--- config.mk ---
export PLATFORM = sky130hd
export DESIGN_NAME = trail_compositor_flat
export DESIGN_NICKNAME = d
export VERILOG_FILES = /design/src/rtl/trail_pkg.sv /design/src/rtl/trail_compositor_if.sv /design/src/rtl/frame_edge_sync.sv /design/src/rtl/trail_compositor.sv /design/src/flat_wrapper.sv
export SDC_FILE = /design/constraint.sdc
export NUM_CORES = 1
export LEC_CHECK = 0
export ABC_AREA = 1
export BUFFER_PORTS_ARGS = -buffer_cell sky130_fd_sc_hd__buf_2
export CAP_MARGIN = 25
export CORE_UTILIZATION = 45
export DETAILED_ROUTE_END_ITERATION = 7
export GPL_ROUTABILITY_DRIVEN = 0
export PLACE_DENSITY_LB_ADDON = 0.08
export SYNTH_ARGS = -nofsm -noshare
export SYNTH_HDL_FRONTEND = slang
export SYNTH_SLANG_ARGS = --single-unit
--- constraint.sdc ---
create_clock -name Clk -period 1.9 [get_ports Clk]
set_input_delay 0.19 -clock Clk [delete_from_list [all_inputs] [get_ports Clk]]
set_output_delay 0.19 -clock Clk [all_outputs]
set_load 0.02 [all_outputs]
--- src/rtl/trail_pkg.sv ---
// Shared types, geometry and colour constants for the trail compositor.
// Also holds the address and pixel-slot helpers used by the pipeline.
package trail_pkg;

  localparam int H_RES        = 640;
  localparam int V_RES        = 480;
  localparam int PIX_BITS     = 4;
  localparam int PIX_PER_WORD = 2;
  localparam int WORD_W       = 16;
  localparam int N_PLAYERS    = 2;

  localparam int PIX_STRIDE = WORD_W / PIX_PER_WORD;
  localparam int SLOT_W     = $clog2(PIX_PER_WORD);
  localparam int N_VALUES   = 1 << PIX_BITS;
  localparam int ROW_WORDS  = H_RES / PIX_PER_WORD;
  localparam int ADDR_W     = $clog2(H_RES * V_RES / PIX_PER_WORD);

  typedef logic [PIX_BITS-1:0] color_t;

  localparam color_t TRANSPARENT = 4'hF;
  localparam color_t BG_COLOR    = 4'h8;

  localparam logic [N_PLAYERS*N_VALUES-1:0] COLL_MASK = 32'h4010_4040;

  // Row start address as a sum of shifted copies of y, one per set bit of ROW_WORDS.
  function automatic logic [ADDR_W-1:0] row_base(input logic [9:0] y);
    logic [ADDR_W-1:0] sum;
    sum = {ADDR_W{1'b0}};
    for (int b = 0; b < ADDR_W; b++) begin
      sum = sum + (ROW_WORDS[b] ? (ADDR_W'(y) << b) : {ADDR_W{1'b0}});
    end
    return sum;
  endfunction

  function automatic color_t trail_of(input logic [WORD_W-1:0] word,
                                      input logic [SLOT_W-1:0] slot);
    return color_t'(word >> (PIX_STRIDE * int'(slot)));
  endfunction

endpackage

--- src/rtl/trail_compositor_if.sv ---
// Scan-position, frame-buffer read port and composited-pixel signals.
// The compositor is the slave; the scan/RAM/colour-mapper side is the master.
interface trail_compositor_if;
  import trail_pkg::*;

  logic [9:0]                    DrawX;
  logic [9:0]                    DrawY;
  logic [N_PLAYERS*PIX_BITS-1:0] sprite_color;
  logic [ADDR_W-1:0]             rd_addr;
  logic [WORD_W-1:0]             rd_data;
  color_t                        color_enum;
  logic [N_PLAYERS-1:0]          collide;
  logic                          frame_done;

  modport master (
    output DrawX, DrawY, sprite_color, rd_data,
    input  rd_addr, color_enum, collide, frame_done
  );

  modport slave (
    input  DrawX, DrawY, sprite_color, rd_data,
    output rd_addr, color_enum, collide, frame_done
  );
endinterface

--- src/rtl/frame_edge_sync.sv ---
// Two-flop synchroniser for the asynchronous frame tick plus a rising-edge pulse.
// Edges are suppressed until the chain holds post-reset samples, so a tick already high at release is ignored.
module frame_edge_sync (
  input  logic clk_i,
  input  logic rst_i,
  input  logic async_i,
  output logic pulse_o
);

  logic [2:0] sync_q, sync_d;
  logic [1:0] warm_q, warm_d;

  // Shift the synchroniser chain and count cycles since reset up to 3
  always_comb begin
    sync_d = {sync_q[1:0], async_i};
    if (warm_q != 2'd3) begin
      warm_d = warm_q + 2'd1;
    end else begin
      warm_d = warm_q;
    end
  end

  // Synchroniser and warm-up registers
  always_ff @(posedge clk_i) begin
    if (rst_i) begin
      sync_q <= 3'b000;
      warm_q <= 2'd0;
    end else begin
      sync_q <= sync_d;
      warm_q <= warm_d;
    end
  end

  assign pulse_o = sync_q[1] & ~sync_q[2] & (warm_q == 2'd3);

endmodule

--- src/rtl/trail_compositor.sv ---
// Two-stage per-pixel compositor: frame-buffer fetch, sprite overlay with
// lowest-index priority, and per-player sticky collision flags published per frame.
module trail_compositor
  import trail_pkg::*;
(
  input  logic Clk,
  input  logic Reset,
  input  logic frame_clk,
  trail_compositor_if.slave bus
);

  logic [ADDR_W-1:0]             addr_q, addr_d;
  logic [SLOT_W-1:0]             slot_q, slot_d;
  logic                          valid_q, valid_d;
  logic [N_PLAYERS*PIX_BITS-1:0] sprite_q, sprite_d;
  color_t                        color_q, color_d;
  logic [N_PLAYERS-1:0]          acc_q, acc_d;
  logic [N_PLAYERS-1:0]          collide_q, collide_d;
  logic                          done_q, done_d;

  logic                          on_screen_s;
  color_t                        trail_s;
  logic [N_PLAYERS-1:0]          det_s;
  logic                          edge_s;

  frame_edge_sync u_edge (
    .clk_i   (Clk),
    .rst_i   (Reset),
    .async_i (frame_clk),
    .pulse_o (edge_s)
  );

  // Stage 1: packed word address and slot; off-screen pixels read word 0 and are invalid
  always_comb begin
    on_screen_s = (bus.DrawX < 10'(H_RES)) && (bus.DrawY < 10'(V_RES));
    slot_d      = bus.DrawX[SLOT_W-1:0];
    valid_d     = on_screen_s;
    sprite_d    = bus.sprite_color;
    if (on_screen_s) begin
      addr_d = ADDR_W'(bus.DrawX >> SLOT_W) + row_base(bus.DrawY);
    end else begin
      addr_d = {ADDR_W{1'b0}};
    end
  end

  // Stage 2: overlay (scan from highest index so player 0 wins) and per-player hit tests
  always_comb begin
    trail_s = trail_of(bus.rd_data, slot_q);
    color_d = trail_s;
    det_s   = {N_PLAYERS{1'b0}};
    for (int p = N_PLAYERS - 1; p >= 0; p--) begin
      if (sprite_q[p*PIX_BITS +: PIX_BITS] != TRANSPARENT) begin
        color_d  = sprite_q[p*PIX_BITS +: PIX_BITS];
        det_s[p] = valid_q & COLL_MASK[p*N_VALUES + int'(trail_s)];
      end else begin
        det_s[p] = 1'b0;
      end
    end
    if (!valid_q) begin
      color_d = BG_COLOR;
    end else begin
      color_d = color_d;
    end
  end

  // Frame boundary: publish the finished frame and restart from this cycle's hits
  always_comb begin
    done_d = edge_s;
    if (edge_s) begin
      collide_d = acc_q;
      acc_d     = det_s;
    end else begin
      collide_d = collide_q;
      acc_d     = acc_q | det_s;
    end
  end

  // Pipeline, accumulator and output registers
  always_ff @(posedge Clk) begin
    if (Reset) begin
      addr_q    <= {ADDR_W{1'b0}};
      slot_q    <= {SLOT_W{1'b0}};
      valid_q   <= 1'b0;
      sprite_q  <= {N_PLAYERS{TRANSPARENT}};
      color_q   <= BG_COLOR;
      acc_q     <= {N_PLAYERS{1'b0}};
      collide_q <= {N_PLAYERS{1'b0}};
      done_q    <= 1'b0;
    end else begin
      addr_q    <= addr_d;
      slot_q    <= slot_d;
      valid_q   <= valid_d;
      sprite_q  <= sprite_d;
      color_q   <= color_d;
      acc_q     <= acc_d;
      collide_q <= collide_d;
      done_q    <= done_d;
    end
  end

  assign bus.rd_addr    = addr_q;
  assign bus.color_enum = color_q;
  assign bus.collide    = collide_q;
  assign bus.frame_done = done_q;

endmodule

--- src/flat_wrapper.sv ---
// flat-port wrapper written by rule: the top's interface ports become plain ports
module trail_compositor_flat import trail_pkg::*;
  (Clk, Reset, frame_clk, bus_DrawX, bus_DrawY, bus_sprite_color, bus_rd_data, bus_rd_addr, bus_color_enum, bus_collide, bus_frame_done);
  trail_compositor_if bus_i ();
  input  logic Clk;
  input  logic Reset;
  input  logic frame_clk;
  input wire logic [$bits(bus_i.DrawX)-1:0] bus_DrawX;
  input wire logic [$bits(bus_i.DrawY)-1:0] bus_DrawY;
  input wire logic [$bits(bus_i.sprite_color)-1:0] bus_sprite_color;
  input wire logic [$bits(bus_i.rd_data)-1:0] bus_rd_data;
  output wire logic [$bits(bus_i.rd_addr)-1:0] bus_rd_addr;
  output wire logic [$bits(bus_i.color_enum)-1:0] bus_color_enum;
  output wire logic [$bits(bus_i.collide)-1:0] bus_collide;
  output wire logic [$bits(bus_i.frame_done)-1:0] bus_frame_done;
  assign bus_i.DrawX = bus_DrawX;
  assign bus_i.DrawY = bus_DrawY;
  assign bus_i.sprite_color = bus_sprite_color;
  assign bus_i.rd_data = bus_rd_data;
  assign bus_rd_addr = bus_i.rd_addr;
  assign bus_color_enum = bus_i.color_enum;
  assign bus_collide = bus_i.collide;
  assign bus_frame_done = bus_i.frame_done;
  trail_compositor u_core (.Clk(Clk), .Reset(Reset), .frame_clk(frame_clk), .bus(bus_i));
endmodule
# After elaboration in Yosys (flattened, before gate mapping)
# Memories as Yosys holds them, arrays and structs flattened.
# Index checks and enable logic that the tools add are counted.
[totals]
register_bits = 42
romBits = 48
in_bits = 47
out_inout_bits = 25
mem_count = 2
[op_classes]
n_addsub = 4
magnitude_cmp = 4
n_eq_ne = 4
shifts = 1
mux = 8
n_bitwise = 8
reduce_logical = 3
[mem_list]
columns = ["memory", "depth", "word_bits", "read_ports", "rd_ports_with_merged_regs", "write_ports", "line", "source"]
rows = [
  ["(no name shown)", 32, 1, 1, 0, 0, "trail_compositor.sv:54", "det_s[p] = valid_q & COLL_MASK[p*N_VALUES + int'(trail_s)];"],
  ["(no name shown)", 16, 1, 1, 0, 0, "trail_compositor.sv:54", ""],
]
[ops]
columns = ["cell", "n"]
rows = [
  ["32-bit by 7-bit < comparator with 1-bit output, second input constant", 1],
  ["16-bit by 18-bit adder with 18-bit output", 1],
  ["9-bit by 18-bit adder with 18-bit output", 1],
  ["16-bit by 4-bit >> shifter with 4-bit output", 1],
  ["10-bit < comparator, second input constant", 1],
  ["10-bit by 9-bit < comparator with 1-bit output, second input constant", 1],
  ["4-bit 2-to-1 mux", 2],
  ["4-bit inequality test, second input constant", 2],
  ["5-bit by 4-bit adder with 6-bit output, first input constant", 1],
  ["4-bit by 6-bit < comparator with 1-bit output, second input constant", 1],
  ["1-bit 2-to-1 mux", 5],
  ["1-bit bitwise AND", 4],
  ["2-bit OR reduction", 2],
  ["1-bit inverter", 3],
  ["2-bit by 1-bit adder with 2-bit output, second input constant", 1],
  ["2-bit == test, second input constant", 1],
  ["2-bit 2-to-1 mux", 1],
  ["2-bit inequality test, second input constant", 1],
  ["2-bit bitwise OR", 1],
  ["1-bit logical AND", 1],
]

# Depth between registers and ports, before layout
[depth]
depth_word = 9
depth_mapped = 13
ltp_nobuf = 13

# Hierarchy
# From an unflattened synthesis, not the netlist that was laid out.
[hier_totals]
cells_unflattened = 272
hier_area_um2 = 2053.2
[by_module_without_submodules]
columns = ["mod", "n_inst", "cells_per_inst", "area_per_inst_um2", "seq_area_each_um2"]
rows = [
  ["trail_compositor", 1, 248, 1864.3, 740.7],
  ["frame_edge_sync", 1, 24, 188.9, 100.1],
]

# Least setup slack after synthesis
# Ideal clock, no wire load.
[synth_path]
path_kind = "input port to flip-flop"
from = "input bus_DrawY[0]"
to = "register u_core.addr_q[15], in the netlist u_core.bus.rd_addr[15]"
setup_ns = 0.113
t_arrival_ns = 1.684
required_time_ns = 1.787
slack_ns = 0.103
path_stages = 11
n_path_buf = 0
cell_sequence = "inv_1 > fa_1 > fa_1 > inv_1 > nand3_1 > nand2_1 > nand2_1 > nand2_1 > nand2_1 > nand2_1 > nor2_1"
[synth_between]
elab_chain_cells = 4
[synth_rtl]
columns = ["element", "line", "source"]
rows = [
  ["from (decl)", "flat_wrapper.sv:9", "input wire logic [$bits(bus_i.DrawY)-1:0] bus_DrawY;"],
  ["branches (longest 4 deep; another with 16-bit by 18-bit adder with 18-bit output)", "-", ""],
  ["to (signal assigned)", "trail_compositor.sv:81", "addr_q <= {ADDR_W{1'b0}};"],
  ["to (signal assigned)", "trail_compositor.sv:90", "addr_q <= addr_d;"],
  ["to (decl)", "trail_compositor.sv:12", "logic [ADDR_W-1:0] addr_q, addr_d;"],
]
# Several ways; the timed one is not identified.
# A chain may end at the register's enable or synchronous reset.

# Worst setup path in the final report
[layout_path]
from = "input bus_DrawY[0]"
to = "register u_core.addr_q[17], in the netlist u_core.bus.rd_addr[17]"
# The elaborated chain is that of the path after synthesis.

==> results.tsv <==
stage	metric	value	unit
placement	number of I/O port buffers	63	
drt	routed vias	1762	
drt	Top Layer Used	met4	
logic_synthesis	compound-gate portion of the synthesized area	8.47	%
sta	Worst-Margin Slew	0.377	ns
setup_path	Worst Path Max Fanout	4	
layout	leading cell type in the layout, fill and taps excluded	buf_2	
clocking	Clk Latency, worst-skew pair	0.28	ns
global_route	vias in the first global route	1601	
power_and_ir_drop	P_sw	0.000515	W
sta	Final Hold Viols	0	
worst_hold_path	worst min path class	input port to register	
floorplanning	die area	4840	um^2
setup_path	Reg2Reg Depth	5	
sta	Slew headroom	74.8	%
setup_path	Worst EP required	2.13	ns
layout	layout cells sized above 1	26.2	%
setup_path	Slowest cell on crit path	fa_1	
global_route	initial antenna violation count	0	
logic_synthesis	Syn. warnings	0	
clocking	CTS tree	built	
drt	drt wl/cell	8.74	um
placement	placed cell count	389	
logic_synthesis	Synth Instances	272	
setup_path	Critical Path Start Type	input port	
drt	met3 wire length	149	um
power_and_ir_drop	P_int	0.00137	W
global_route	first-pass GRT wire length	6.20	mm
power_and_ir_drop	Pwr Density	746	nW/um^2
logic_synthesis	mapped cell area	2050	um^2
setup_path	CP top delay family	adder cells	
floorplanning	initial core utilization	46.8	%
drt	Routed Antenna Nets	0	
power_and_ir_drop	combinational power share	21.5	%
setup_path	R2R Setup Slk	0.68	ns
layout	area grow syn2layout	23.3	%
setup_path	critical path endpoint	u_core.bus.rd_addr[17]	
floorplanning	chip height	69.5	um
clocking	clk slew on worst S/H paths	0.07	ns
setup_path	crit path from	bus_DrawY[0]	
sta	min Tclk post-route	1.72	ns
sta	final setup violation count	0	
drt	Vias/cell	4.46	
setup_path	Crit path depth	13	
floorplanning	CORE AREA	4380	um^2
global_route	largest net degree at the start of global routing	18	
drt	DRC viols	0	
power_and_ir_drop	maximum VDD drop	278	uV
logic_synthesis	post-synthesis net count	341	
logic_synthesis	simple-gate share of the synthesized area	26.4	%
clocking	CTS root buf	clkbuf_8	
power_and_ir_drop	leakage power	1.46	nW
logic_synthesis	mux share of post-synthesis cell area	0	%
logic_synthesis	Avg Cell Area, Syn	7.55	um^2
clocking	clk sinks	42	
clocking	post-CTS resize count	0	
sta	WHS	0.0900	ns
sta	Setup TNS	0	ns
layout	commonest non-fill, non-tap cells in the layout	63 x buf_2, 57 x nand2_1, 50 x nor2_1	
drt	met2 routed WL	1.67	mm
clocking	Num CTS Buffers	5	
logic_synthesis	Post-Synth Adder-Cell Area	14.1	%
run	total of max-cap violations	0	
drt	1st-pass router iterations	4	
setup_path	cell repeated most along the worst path	nand2_1	
logic_synthesis	FF+latch count, synth	42	
global_route	grt ovf	0	
floorplanning	num rows	24	
layout	Util after Layout	57.8	%
logic_synthesis	Seq/Total Area, Yosys	41.0	%
power_and_ir_drop	clock power share	28.6	%
floorplanning	die width	69.5	um
setup_path	Crit Path Category	input port to register	
global_route	total track usage	16.0	%
clocking	CTS Buffer Depth	2	
setup_path	FF-to-FF Start	u_core.slot_q	
clocking	setup repair bufs after CTS	0	
setup_path	endpoint type of the worst setup path	register	
power_and_ir_drop	sw frac	27.3	%
layout	final non-filler cell total	395	
setup_path	CP cell instances	buf_2 > inv_1 > fa_1 > fa_1 > inv_1 > nand3_1 > nand2_1 > nand2_1 > nand2_1 > nand2_1 > nand2_1 > nand2_1 > inv_1	
drt	Initial DRC Count	21	
logic_synthesis	largest family of logic cells by synthesized area	simple AND/OR/NAND/NOR gates	
drt	met1 WL	1.59	mm
floorplanning	# IOs	72	
sta	Final Cycle Share	90.3	%
setup_path	FF-to-FF End	u_core.bus.color_enum[2]	
sta	RSZ-0062 raised after global routing	no	
logic_synthesis	Synth Area in XOR/XNOR	0.427	%
layout	Antenna diodes	0	
logic_synthesis	synth unique cells	25	
sta	Pins Over Slew Limit	0	
setup_path	crit path buf inv count	4	
drt	total length of routed wires	3.45	mm
placement	Post-DP HPWL	2.89	mm
clocking	H-Tree Depth	2	
clocking	hold-fix buffers at CTS	0	
setup_path	slowest stage delay, CP	0.52	ns
layout	Layout Nets	413	
power_and_ir_drop	Seq pwr share	49.9	%
sta	Fmax	583	MHz
run_status	outcome	completed	
setup_path	WP data arrival	1.94	ns
sta	Clock Skew	0.00410	ns
-- state kept, by name (all words and copies together), names as in the netlist --
| register | cells |
|---|---|
| u_core.bus.collide | 2 |
| u_core.bus.color_enum | 4 |
| u_core.u_edge.warm_q | 2 |
| u_core.u_edge.sync_q | 3 |
| u_core.bus.rd_addr | 18 |
| u_core.valid_q | 1 |
| u_core.bus.frame_done | 1 |
| u_core.slot_q | 1 |
| u_core.acc_q | 2 |
| u_core.sprite_q | 8 |
-- Yosys cell counts --
cell type / count / area [um^2]
nor2_1: 50 / 188
and2_4: 1 / 8.76
a21oi_2: 1 / 8.76
nand3_1: 6 / 30.0
a21oi_1: 11 / 55.1
nand3_2: 1 / 10.0
nand2_2: 1 / 6.26
xor2_1: 1 / 8.76
o21bai_1: 4 / 30.0
ha_1: 20 / 250
a21boi_1: 1 / 7.51
nand4_1: 3 / 18.8
buf_6: 1 / 11.3
inv_2: 1 / 3.75
o21ai_0: 7 / 35.0
o21ai_2: 2 / 17.5
fa_1: 2 / 40.0
inv_1: 46 / 173
nand2_1: 57 / 214
a21boi_0: 2 / 15.0
or2_2: 8 / 50.1
o21ai_1: 1 / 5.00
dfxtp_1: 42 / 841
buf_2: 2 / 10.0
nor3_4: 1 / 16.3
-- how the worst min path moves through the flow --
stage / startpoint / endpoint / cells past startpoint
2_1_floorplan: bus_sprite_color[0] / u_core.sprite_q[0] / 1
3_3_place_gp: bus_sprite_color[0] / u_core.sprite_q[0] / 2
3_5_place_dp: bus_sprite_color[4] / u_core.sprite_q[4] / 2
4_1_cts: bus_sprite_color[4] / u_core.sprite_q[4] / 2
5_1_grt: bus_sprite_color[3] / u_core.sprite_q[3] / 2
6_report: bus_sprite_color[1] / u_core.sprite_q[1] / 2
-- metrics by stage --
| step | worst slack, ns | total power (W) | cell area (um^2) |
|---|---|---|---|
| 2_1_floorplan | 0.103 | 0.00125 | 2050 |
| 3_3_place_gp | -0.0782 | 0.00137 | 2450 |
| 3_5_place_dp | -0.118 | 0.00137 | 2450 |
| 4_1_cts | 0.176 | 0.00192 | 2530 |
| 5_1_grt | 0.0309 | 0.00201 | 2530 |
| 6_report | 0.184 | 0.00189 | 2530 |
-- cells by family after synthesis --
group,after synthesis
xor+xnor,1
buf+inv,50
compound gates,29
fa+ha+maj,22
flops,42
simple gates,128
-- per-layer routing --
metal,vias up,GRT usage [%]
met4,0,6.12
li1,978,-
met1,739,17.4
met2,41,29.6
met3,4,3.92
met5,-,0
-- final cells by class --
class / count / area (um^2)
Clock buffer: 6 / 82.6
Fill cell: 452 / 1850
Inverter: 47 / 176
Multi-Input combinational cell: 180 / 1010
Sequential cell: 42 / 841
Tap cell: 52 / 65.1
Timing Repair Buffer: 68 / 353
-- power groups by stage --
stage	Combinational [W]	Sequential, W	Clock, W
2_1_floorplan	0.000259	0.000988	0
3_3_place_gp	0.000405	0.000962	0
3_5_place_dp	0.000409	0.000963	0
4_1_cts	0.000412	0.000942	0.000561
5_1_grt	0.000470	0.000947	0.000597
6_report	0.000406	0.000942	0.000540
Note: power is estimated with default switching activity, not from simulation.
